$ cat config.mk
export PLATFORM = sky130hd
export DESIGN_NAME = round_sequencer
export DESIGN_NICKNAME = d
export VERILOG_FILES = /design/src/rtl/game_pkg.sv /design/src/rtl/button_edge.sv /design/src/rtl/round_sequencer.sv
export SDC_FILE = /design/constraint.sdc
export NUM_CORES = 1
export LEC_CHECK = 0
export BUFFER_PORTS_ARGS = -buffer_cell sky130_fd_sc_hd__buf_2
export CAP_MARGIN = 10
export CORE_UTILIZATION = 50
export CTS_BUF_LIST = sky130_fd_sc_hd__clkbuf_16
export DETAILED_ROUTE_END_ITERATION = 10
export GPL_TIMING_DRIVEN = 0
export PLACE_DENSITY = 0.87
export SLEW_MARGIN = 20
export SYNTH_ARGS = -nofsm -noshare
export SYNTH_HDL_FRONTEND = slang
export SYNTH_SLANG_ARGS = --single-unit
$ cat constraint.sdc
create_clock -name clk -period 2.17 [get_ports clk]
set_clock_uncertainty 0.05 [all_clocks]
set_input_delay 0.1085 -clock clk [delete_from_list [all_inputs] [get_ports clk]]
set_output_delay 0.1085 -clock clk [all_outputs]
set_load 0.05 [all_outputs]
$ cat src/rtl/game_pkg.sv
// Shared types and constants for the cat/dog/chicken match sequencer:
// choice encodings, FSM states, screen indices and result codes.
package game_pkg;

    typedef enum logic [2:0] {
        CAT     = 3'b001,
        DOG     = 3'b010,
        CHICKEN = 3'b100
    } choice_t;

    typedef enum logic [3:0] {
        ST_TITLE,
        ST_WAIT_START,
        ST_PROMPT,
        ST_WAIT_CHOICE,
        ST_RESOLVE,
        ST_SHOW,
        ST_CHECK,
        ST_WAIT_CONT,
        ST_FINAL,
        ST_OVER
    } state_t;

    typedef enum logic [1:0] {
        RES_NONE = 2'b00,
        RES_P1   = 2'b01,
        RES_P2   = 2'b10
    } result_t;

    localparam logic [6:0] SCR_TITLE      = 7'd0;
    localparam logic [6:0] SCR_PROMPT     = 7'd1;
    localparam logic [6:0] SCR_MATCH_BASE = 7'd2;
    localparam logic [6:0] SCR_P1WIN      = 7'd11;
    localparam logic [6:0] SCR_P2WIN      = 7'd12;

    // Anything that is not a clean one-hot code falls back to cat.
    function automatic choice_t decode_choice(input logic [2:0] raw);
        case (raw)
            3'b010:  return DOG;
            3'b100:  return CHICKEN;
            default: return CAT;
        endcase
    endfunction

    function automatic logic [1:0] choice_idx(input choice_t c);
        case (c)
            DOG:     return 2'd1;
            CHICKEN: return 2'd2;
            default: return 2'd0;
        endcase
    endfunction

    function automatic result_t judge(input choice_t c1, input choice_t c2);
        if (c1 == c2)
            return RES_NONE;
        if ((c1 == DOG && c2 == CAT) || (c1 == CAT && c2 == CHICKEN) ||
            (c1 == CHICKEN && c2 == DOG))
            return RES_P1;
        return RES_P2;
    endfunction

    function automatic logic [6:0] matchup_screen(input choice_t c1, input choice_t c2);
        return 7'(SCR_MATCH_BASE + 3 * choice_idx(c2) + choice_idx(c1));
    endfunction

    function automatic logic is_draw_state(input state_t s);
        return (s == ST_TITLE) || (s == ST_PROMPT) || (s == ST_SHOW) || (s == ST_FINAL);
    endfunction

endpackage

$ cat src/rtl/button_edge.sv
// Button conditioner: optional counter debounce (DEBOUNCE_EN) followed by a
// one-cycle rising-edge pulse on the conditioned level.
module button_edge #(
    parameter int DB_CYCLES = 16
) (
    input  logic clk,
    input  logic resetn,
    input  logic raw,
    output logic press
);

    if (DB_CYCLES < 1) begin : g_bad_db_cycles
        $error("button_edge: DB_CYCLES must be at least 1");
    end

    logic level;
    logic last;

`ifdef DEBOUNCE_EN
    localparam int CW = $clog2(DB_CYCLES + 1);
    logic [CW-1:0] stable_cnt;

    // The filtered level only follows raw after DB_CYCLES consecutive disagreeing samples.
    always_ff @(posedge clk or negedge resetn) begin
        if (!resetn) begin
            level      <= 1'b0;
            stable_cnt <= '0;
        end else if (raw == level) begin
            stable_cnt <= '0;
        end else if (stable_cnt == CW'(DB_CYCLES - 1)) begin
            level      <= raw;
            stable_cnt <= '0;
        end else begin
            stable_cnt <= stable_cnt + 1'b1;
        end
    end
`else
    assign level = raw;
`endif

    always_ff @(posedge clk or negedge resetn) begin
        if (!resetn)
            last <= 1'b0;
        else
            last <= level;
    end

    assign press = level & ~last;

endmodule

$ cat src/rtl/round_sequencer.sv
// Match sequencer: latches choices, scores rounds, detects the match winner and
// drives the drawing datapath over draw_req/draw_done. Define DEBOUNCE_EN to filter buttons.
module round_sequencer
    import game_pkg::*;
#(
    parameter int WIN_SCORE = 3,
    parameter int DB_CYCLES = 16
) (
    input  logic       clk,
    input  logic       resetn,
    input  logic       user_cont,
    input  logic       user_choose,
    input  logic       user_reset_game,
    input  logic [2:0] p1_choice,
    input  logic [2:0] p2_choice,
    input  logic       draw_done,
    output logic       draw_req,
    output logic [6:0] screen_sel,
    output logic [3:0] score1,
    output logic [3:0] score2,
    output logic [1:0] round_result,
    output logic [1:0] match_winner
);

    if (WIN_SCORE < 1 || WIN_SCORE > 15) begin : g_bad_win_score
        $error("round_sequencer: WIN_SCORE must be in 1..15");
    end

    localparam logic [3:0] WIN = 4'(WIN_SCORE);

    logic cont_press, choose_press, ng_press;

    button_edge #(.DB_CYCLES(DB_CYCLES)) u_cont_edge (
        .clk(clk), .resetn(resetn), .raw(user_cont), .press(cont_press)
    );
    button_edge #(.DB_CYCLES(DB_CYCLES)) u_choose_edge (
        .clk(clk), .resetn(resetn), .raw(user_choose), .press(choose_press)
    );
    button_edge #(.DB_CYCLES(DB_CYCLES)) u_ng_edge (
        .clk(clk), .resetn(resetn), .raw(user_reset_game), .press(ng_press)
    );

    state_t     state_q, state_d;
    logic       draw_req_q, draw_req_d;
    logic [6:0] screen_q, screen_d;
    logic [3:0] score1_q, score1_d, score2_q, score2_d;
    result_t    rr_q, rr_d, mw_q, mw_d;
    choice_t    c1_q, c1_d, c2_q, c2_d;
    logic       ng_pending_q, ng_pending_d;
    logic       draw_finished;

    // NOTE: every next-state value gets its default before any branch, so no path leaves one unassigned and no latch is inferred.
    always_comb begin
        state_d      = state_q;
        draw_req_d   = draw_req_q;
        screen_d     = screen_q;
        score1_d     = score1_q;
        score2_d     = score2_q;
        rr_d         = rr_q;
        mw_d         = mw_q;
        c1_d         = c1_q;
        c2_d         = c2_q;
        ng_pending_d = ng_pending_q;
        draw_finished = draw_req_q && draw_done;

        // A new game never interrupts a frame in flight; it waits for draw_done.
        if (ng_press && draw_req_q)
            ng_pending_d = 1'b1;

        if ((ng_press || ng_pending_q) && !draw_req_q) begin
            score1_d     = '0;
            score2_d     = '0;
            rr_d         = RES_NONE;
            mw_d         = RES_NONE;
            ng_pending_d = 1'b0;
            state_d      = ST_TITLE;
        end else begin
            case (state_q)
                ST_TITLE:       if (draw_finished) state_d = ST_WAIT_START;
                ST_WAIT_START:  if (cont_press) state_d = ST_PROMPT;
                ST_PROMPT:      if (draw_finished) state_d = ST_WAIT_CHOICE;
                ST_WAIT_CHOICE: if (choose_press) begin
                    c1_d    = decode_choice(p1_choice);
                    c2_d    = decode_choice(p2_choice);
                    state_d = ST_RESOLVE;
                end
                ST_RESOLVE: begin
                    rr_d = judge(c1_q, c2_q);
                    if (rr_d == RES_P1 && score1_q < WIN) score1_d = score1_q + 4'd1;
                    if (rr_d == RES_P2 && score2_q < WIN) score2_d = score2_q + 4'd1;
                    state_d = ST_SHOW;
                end
                ST_SHOW:        if (draw_finished) state_d = ST_CHECK;
                ST_CHECK: begin
                    if (score1_q == WIN) begin
                        mw_d    = RES_P1;
                        state_d = ST_FINAL;
                    end else if (score2_q == WIN) begin
                        mw_d    = RES_P2;
                        state_d = ST_FINAL;
                    end else begin
                        state_d = ST_WAIT_CONT;
                    end
                end
                ST_WAIT_CONT: if (cont_press) begin
                    rr_d    = RES_NONE;
                    state_d = ST_PROMPT;
                end
                ST_FINAL:       if (draw_finished) state_d = ST_OVER;
                ST_OVER:        ;
                default:        state_d = ST_TITLE;
            endcase
        end

        // screen_sel only moves when a request is raised, so it is stable for the whole frame.
        if (draw_req_q) begin
            if (draw_done)
                draw_req_d = 1'b0;
        end else if (is_draw_state(state_d)) begin
            draw_req_d = 1'b1;
            case (state_d)
                ST_TITLE:  screen_d = SCR_TITLE;
                ST_PROMPT: screen_d = SCR_PROMPT;
                ST_SHOW:   screen_d = matchup_screen(c1_q, c2_q);
                default:   screen_d = (mw_d == RES_P1) ? SCR_P1WIN : SCR_P2WIN;
            endcase
        end
    end

    // NOTE: state registers use non-blocking assignments so every flop samples pre-edge values.
    always_ff @(posedge clk or negedge resetn) begin
        if (!resetn) begin
            state_q      <= ST_TITLE;
            draw_req_q   <= 1'b0;
            screen_q     <= SCR_TITLE;
            score1_q     <= '0;
            score2_q     <= '0;
            rr_q         <= RES_NONE;
            mw_q         <= RES_NONE;
            // NOTE: the latched choices are reset too; they are two small registers, not a memory array.
            c1_q         <= CAT;
            c2_q         <= CAT;
            ng_pending_q <= 1'b0;
        end else begin
            state_q      <= state_d;
            draw_req_q   <= draw_req_d;
            screen_q     <= screen_d;
            score1_q     <= score1_d;
            score2_q     <= score2_d;
            rr_q         <= rr_d;
            mw_q         <= mw_d;
            c1_q         <= c1_d;
            c2_q         <= c2_d;
            ng_pending_q <= ng_pending_d;
        end
    end

    assign draw_req     = draw_req_q;
    assign screen_sel   = screen_q;
    assign score1       = score1_q;
    assign score2       = score2_q;
    assign round_result = rr_q;
    assign match_winner = mw_q;

endmodule

* Yosys cells after proc, flatten, opt, wreduce, memory -nomap -nowiden *
Index checks and enable logic that the tools add are counted.

word-level totals
  bits in registers = 34
  latch bits = 0
  RAM bits = 0
  output and inout port bits = 20
  bits in read-only memories = 0
  word-level logic and storage cells = 138
  memories = 0
  input port bits = 12

cells by class
  multipliers = 1
  order comparisons = 2
  div/mod/pow operators = 0
  bitwise gates (word level) = 8
  eq/ne operators = 29
  reduce and logical (&&, ||, !) cells = 28
  add/subtract/negate cells = 4
  shifts and indexed selects = 0
  multiplexer cells = 53

operators with widths
  kind                                                                    number
  4-bit 2-to-1 mux                                                        15
  2-bit 2-to-1 mux                                                        18
  4-bit case mux with 9 select lines                                      1
  4-bit by 2-bit equality test with 1-bit output (second input constant)  5
  4-bit by 3-bit equality test with 1-bit output (second input constant)  5
  6-bit case mux with 3 select lines                                      1
  3-bit by 2-bit equality test with 1-bit output (second input constant)  4
  3-bit equality test (second input constant)                             4
  4-bit equality test (second input constant)                             3
  1-bit 2-to-1 mux                                                        12
  2-bit case mux with 2 select lines                                      3
  3-bit case mux with 2 select lines                                      2
  4-bit by 1-bit adder with 4-bit output (second input constant)          2
  1-bit logical AND                                                       8
  4-bit zero test                                                         2
  4-bit by 2-bit < comparator with 1-bit output (second input constant)   2
  2-bit AND reduction                                                     4
  2-bit nonzero test                                                      4
  5-bit by 2-bit adder with 6-bit output                                  1
  3-bit by 1-bit equality test with 1-bit output (second input constant)  2
  1-bit logical OR                                                        6
  2-bit by 4-bit adder with 5-bit output (first input constant)           1
  1-bit NOT                                                               5
  2-bit by 1-bit equality test with 1-bit output (second input constant)  2
  other kinds (11)                                                        13

* Longest topological paths before layout *
  depth after elaboration = 17
  depth in mapped cells = 8
  mapped depth without buffers = 8

* Cells and area by module *
Synthesis repeated with hierarchy kept, for this count alone.

unflattened totals
  cell total of the unflattened synthesis = 192
  area total of the unflattened synthesis = 1,893.1 µm²

modules (own cells, without submodules)
  module           cells an instance  times used  sequential area each (µm²)  area each (µm²)
  round_sequencer  186                1           703.2                       1,776.7
  button_edge      2                  3           25.0                        38.8

* Least setup slack after synthesis *
No wires, ideal clock.

  kind = reg-to-reg
  start point = register score1_q[0] (netlist: score1[0])
  end point = register screen_q[1] (netlist: screen_sel[1])
  stages on the path, launching flop included = 9
  path buffers = 0
  library setup time = 0.125 ns
  data required time = 1.995 ns
  slack = -0.580 ns
  data arrival time = 2.576 ns
  cell sequence = dfrtp_1 > ha_1 > or3b_1 > a32oi_2 > o221ai_2 > a211oi_4 > nor3_2 > nor2_4 > mux2_2

on the way
  word-level cells in the longest chain between the ends = 9
  elaborated cells between the ends (all ways) = 18

ends and longest elaborated chain
  what                                                                               line                                    source
  start: declaration                                                                 round_sequencer.sv:46                   logic [3:0] score1_q, score1_d, score2_q, score2_d;
  start signal: assignment                                                           round_sequencer.sv:148                  score1_q <= score1_d;
  4-bit by 2-bit equality test with 1-bit output *                                   round_sequencer.sv:95                   if (score1_q == WIN) begin
  4-bit 2-to-1 mux                                                                   round_sequencer.sv:95
  4-bit case mux with 9 select lines                                                 round_sequencer.sv:78                   case (state_q)
  4-bit 2-to-1 mux                                                                   round_sequencer.sv:70                   if ((ng_press || ng_pending_q) && !draw_req_q) begin
  4-bit by 2-bit equality test with 1-bit output or 4-bit zero test (tied branches)  game_pkg.sv:67, round_sequencer.sv:121
  1-bit logical OR (3 in series)                                                     game_pkg.sv:67                          return (s == ST_TITLE) || (s == ST_PROMPT) || (s == ST_SHOW) || (s == ST_FINAL);
  2-bit AND reduction (no line)                                                      -
  end signal: assignment                                                             round_sequencer.sv:147                  screen_q <= screen_d;
  end: declaration                                                                   round_sequencer.sv:45                   logic [6:0] screen_q, screen_d;

Mark *: on every way between the ends. The rest lies on a longest branch, timed or not.
A chain may end at the register's enable or synchronous reset.

* Final worst setup path *
  start point = register score1_q[1] (netlist: score1[1])
  end point = register screen_q[2] (netlist: screen_sel[2])

Same word-level chain as after synthesis.

==> impl_results.md <==
* Maximum buffer depth of the clock tree at 2
* Width of the die at 63.6 um
* Number of detailed-routing iterations run before antenna repair at 4
* Tightest slew margin relative to the limit at 54.9%
* Final Power at 0.00377 W
* Leak Pwr at 1.10 nW
* Final instance area at 0.00243 mm2
* Buf+Inv Stages, Crit Path at 0
* Required time worst endpoint at 2.28 ns
* Post-synthesis sequential element count at 31
* Final setup fails at 4
* Unique cell type count in the Yosys netlist at 62
* Layer with the highest usage after global routing: met2
* Capturing element type of the critical path: flop
* Worst stage delay on the critical path at 0.40 ns
* Remaining global-route overflow at 0
* List of cells traversed by the critical path: ha_4, or3b_4, a32oi_4, o221ai_4, a211oi_4, nor3_2, nor2_4, mux2_4
* First-pass GRT wire length at 7040 um
* Initial cell density of the core at 51.9%
* Number of vias in the routed layout at 1586
* Count of flip-flops with a built-in enable after synthesis at 0
* Clock root buffer master: sky130_fd_sc_hd__clkbuf_16
* Power density relative to cell area at 1550 mW/mm2
* Worst-path maximum fanout at 4
* CTS tree: built
* Crit-path leading delay family: compound AO/OA/AOI/OAI gates
* First DRT Iteration DRCs at 82
* Final worst path period share at 110%
* R2R cell count at 8
* Remaining design rule violation count at 0
* Class of the tightest hold or removal check: in2reg
* Clk_lat worst skew at 0.28 ns
* Number of levels in the clock H-tree at 2
* Height of the die at 63.6 um
* Overall die area at 0.00405 mm2
* Hold depth at 3
* Met1 usage at 24.9%
* Launch instance of the worst register-to-register path: score1[1]$_DFFE_PN0P_
* Clock Sinks at 31
* Total of max-cap violations at 0
* Count of final hold-check violations at 0
* Maximum number of pins on one net before global-route repair at 32
* YS warnings at 0
* Via count of the first global-routing pass at 1567
* Worst hold path startpoint: p2_choice[2]
* Final hold slack at 0.0494 ns
* Maximum VDD drop at 0.909 mV
* Antenna Cells at 0
* Core footprint at 0.00366 mm2
* # nets final at 251
* Inserted Clock Buffers at 5
* Setup repair after global routing missed its margin: yes
* CP Data Arrival Time at 2.49 ns
* Instance count of the mapped netlist at 186
* Most used flip-flop cell after synthesis: sky130_fd_sc_hd__dfrtp_1
* Wire length reported by the detailed router at 4290 um
* Setup Crit Path Kind: reg2reg
* Portion of the post-synthesis area used by sequential elements at 41.0%
* Residual antenna-violating net count after detailed routing at 0
* Maximum clock frequency at 419 MHz
* Number of placement rows at 22
* Clk pin slew, worst setup/hold paths at 0.05 ns
* Post-route worst setup slack at -0.216 ns
* Capture instance of the worst register-to-register path: screen_sel[2]$_DFFE_PN0P_
* Area growth from synthesis to layout at 28.1%
* Sort of element at the start of the critical path: flop
* Critical Path Slowest Stage Cell: sky130_fd_sc_hd__or3b_4
* Initial antenna violation count at 0
* Synthesized area divided by synthesized cell count at 10.2 um2
* Placed standard-cell area at 0.00215 mm2
* Via-per-instance ratio at 5.62
* Global-route met2 utilization at 43.0%
* Global Route Usage Sum at 23.3%
* Register-to-register path setup slack at -0.22 ns
* Netlist area before placement at 0.00190 mm2
* Final standard cell utilization of the core at 66.4%
* Run status: complete, but fails checks
* Slew of the pin with the lowest slew margin at 0.676 ns
* Proportion of synthesized flip-flops having asynchronous set or reset at 100%
* Number of port buffers at 28
* Min Clock Period, post-route at 2.39 ns
* Final HPWL DP at 2890 um
* Routed WL per cell at 15.2 um
* Weighted congestion reported at the end of routability-driven placement at 0.917
* Met3 track utilization from global routing at 4.89%
* Hold path endpoint: c2_q[2]$_DFFE_PN0P_
* Max Slew Vio Count at 0
* Violations in the final reports: setup timing
* Share of cells above drive strength 1 at 36.8%
* Top Ports at 32
==> synthesized netlist by cell type (all sizes together), types with 3 or more instances <==
cell type / instances / share of area (%)
dfrtp: 29 / 38
nor2: 20 / 4.5
nand2: 11 / 3.0
inv: 9 / 1.8
nand3: 8 / 2.1
buf: 7 / 2.8
nor3: 7 / 2.1
o21ai: 7 / 1.8
xnor2: 7 / 3.2
a21oi: 6 / 1.6
ha: 5 / 3.3
a31oi: 4 / 1.3
and2: 4 / 1.3
mux2: 4 / 2.8
nor2b: 3 / 0.99
nor4b: 3 / 1.4
o22ai: 3 / 0.99
or2: 3 / 0.99
==> flip-flops by register name, summed over array words and instances (netlist names), 2 cells and up <==
signal,count
state_q,4
screen_sel,4
match_winner,2
c2_q,3
score1,4
score2,4
c1_q,3
round_result,2
==> worst register-to-register path, stage by stage (launching register included) <==
cell and delay, ns:
sky130_fd_sc_hd__dfrtp_2 0.38, sky130_fd_sc_hd__ha_4 0.15, sky130_fd_sc_hd__or3b_4 0.40, sky130_fd_sc_hd__a32oi_4 0.27
sky130_fd_sc_hd__o221ai_4 0.15, sky130_fd_sc_hd__a211oi_4 0.28, sky130_fd_sc_hd__nor3_2 0.09, sky130_fd_sc_hd__nor2_4 0.16
sky130_fd_sc_hd__mux2_4 0.33
==> cells in the final DEF (no fill, tap or decap), drive strengths merged, types with 5 or more instances in the layout <==
cell type	count
xnor2	7
clkbuf	6
nand2	11
ha	5
dfrtp	29
o21ai	7
a21oi	6
buf	42
nand3	8
inv	9
nor2	20
nor3	7
==> worst max-delay path by stage <==
stage / depth (start not counted) / slack, ns / to / startpoint
detailed placement: 8 / -0.33 / screen_sel[2]$_DFFE_PN0P_ / score2[0]$_DFFE_PN0P_
global placement: 8 / -0.35 / screen_sel[0]$_DFFE_PN0P_ / score2[0]$_DFFE_PN0P_
global route: 8 / -0.30 / screen_sel[2]$_DFFE_PN0P_ / score1[1]$_DFFE_PN0P_
floorplan: 8 / -0.33 / screen_sel[0]$_DFFE_PN0P_ / score2[0]$_DFFE_PN0P_
finish: 8 / -0.22 / screen_sel[2]$_DFFE_PN0P_ / score1[1]$_DFFE_PN0P_
CTS: 8 / -0.24 / screen_sel[2]$_DFFE_PN0P_ / score1[0]$_DFFE_PN0P_
==> cells by family (layout without fill, tap and decap cells) <==
group	after synthesis	after routing	synth area share, %
AOI/OAI and AO/OA	37	37	16.3
xor gates and xnor gates	8	8	3.69
adders and majority gates	6	6	4.35
buffers and inverters	19	65	5.53
DFF	31	31	41.0
muxes	6	6	3.82
other	1	3	0.197
and+or+nand+nor	78	78	25.2
==> through the flow <==
step,std cells,TNS (ns),worst slack (ns)
2_1_floorplan,188,-1.14,-0.326
3_3_place_gp,264,-1.26,-0.349
3_5_place_dp,264,-1.33,-0.331
4_1_cts,280,-0.834,-0.241
5_1_grt,282,-1.10,-0.305
6_report,282,-0.757,-0.216
==> area by class of cell <==
cell class	count	area [um2]
clock buffer	5	125
timing repair buffer	39	233
clock inverter	3	15.0
multi-input combinational	138	1110
fill	294	1230
sequential	31	783
inverter	9	33.8
tap	48	60.1
buffer	9	67.6
==> where the power goes <==
| part | switching, W | leakage, nW | total, W | internal [W] |
|---|---|---|---|---|
| logic | 0.00121 | 0.637 | 0.00214 | 0.000926 |
| clock network | 0.000238 | 0.0733 | 0.000655 | 0.000417 |
| registers | 0.000200 | 0.387 | 0.000980 | 0.000779 |
==> repair_timing <==
action	CTS	global route
cloned	0	0
gates resized for setup	8	2
hold buffers	4	0
setup endpoints to repair	7	7
pin swaps	4	4
setup buffers	4	3
hold endpoints to repair	32	0
==> routing by layer <==
layer / vias to the layer above / routed length (um)
met2: 40 / 2360
met3: 5 / 138
met5: - / 0
li1: 761 / -
met4: 0 / 59
met1: 780 / 1740
Power figures use the tool's default switching activity.
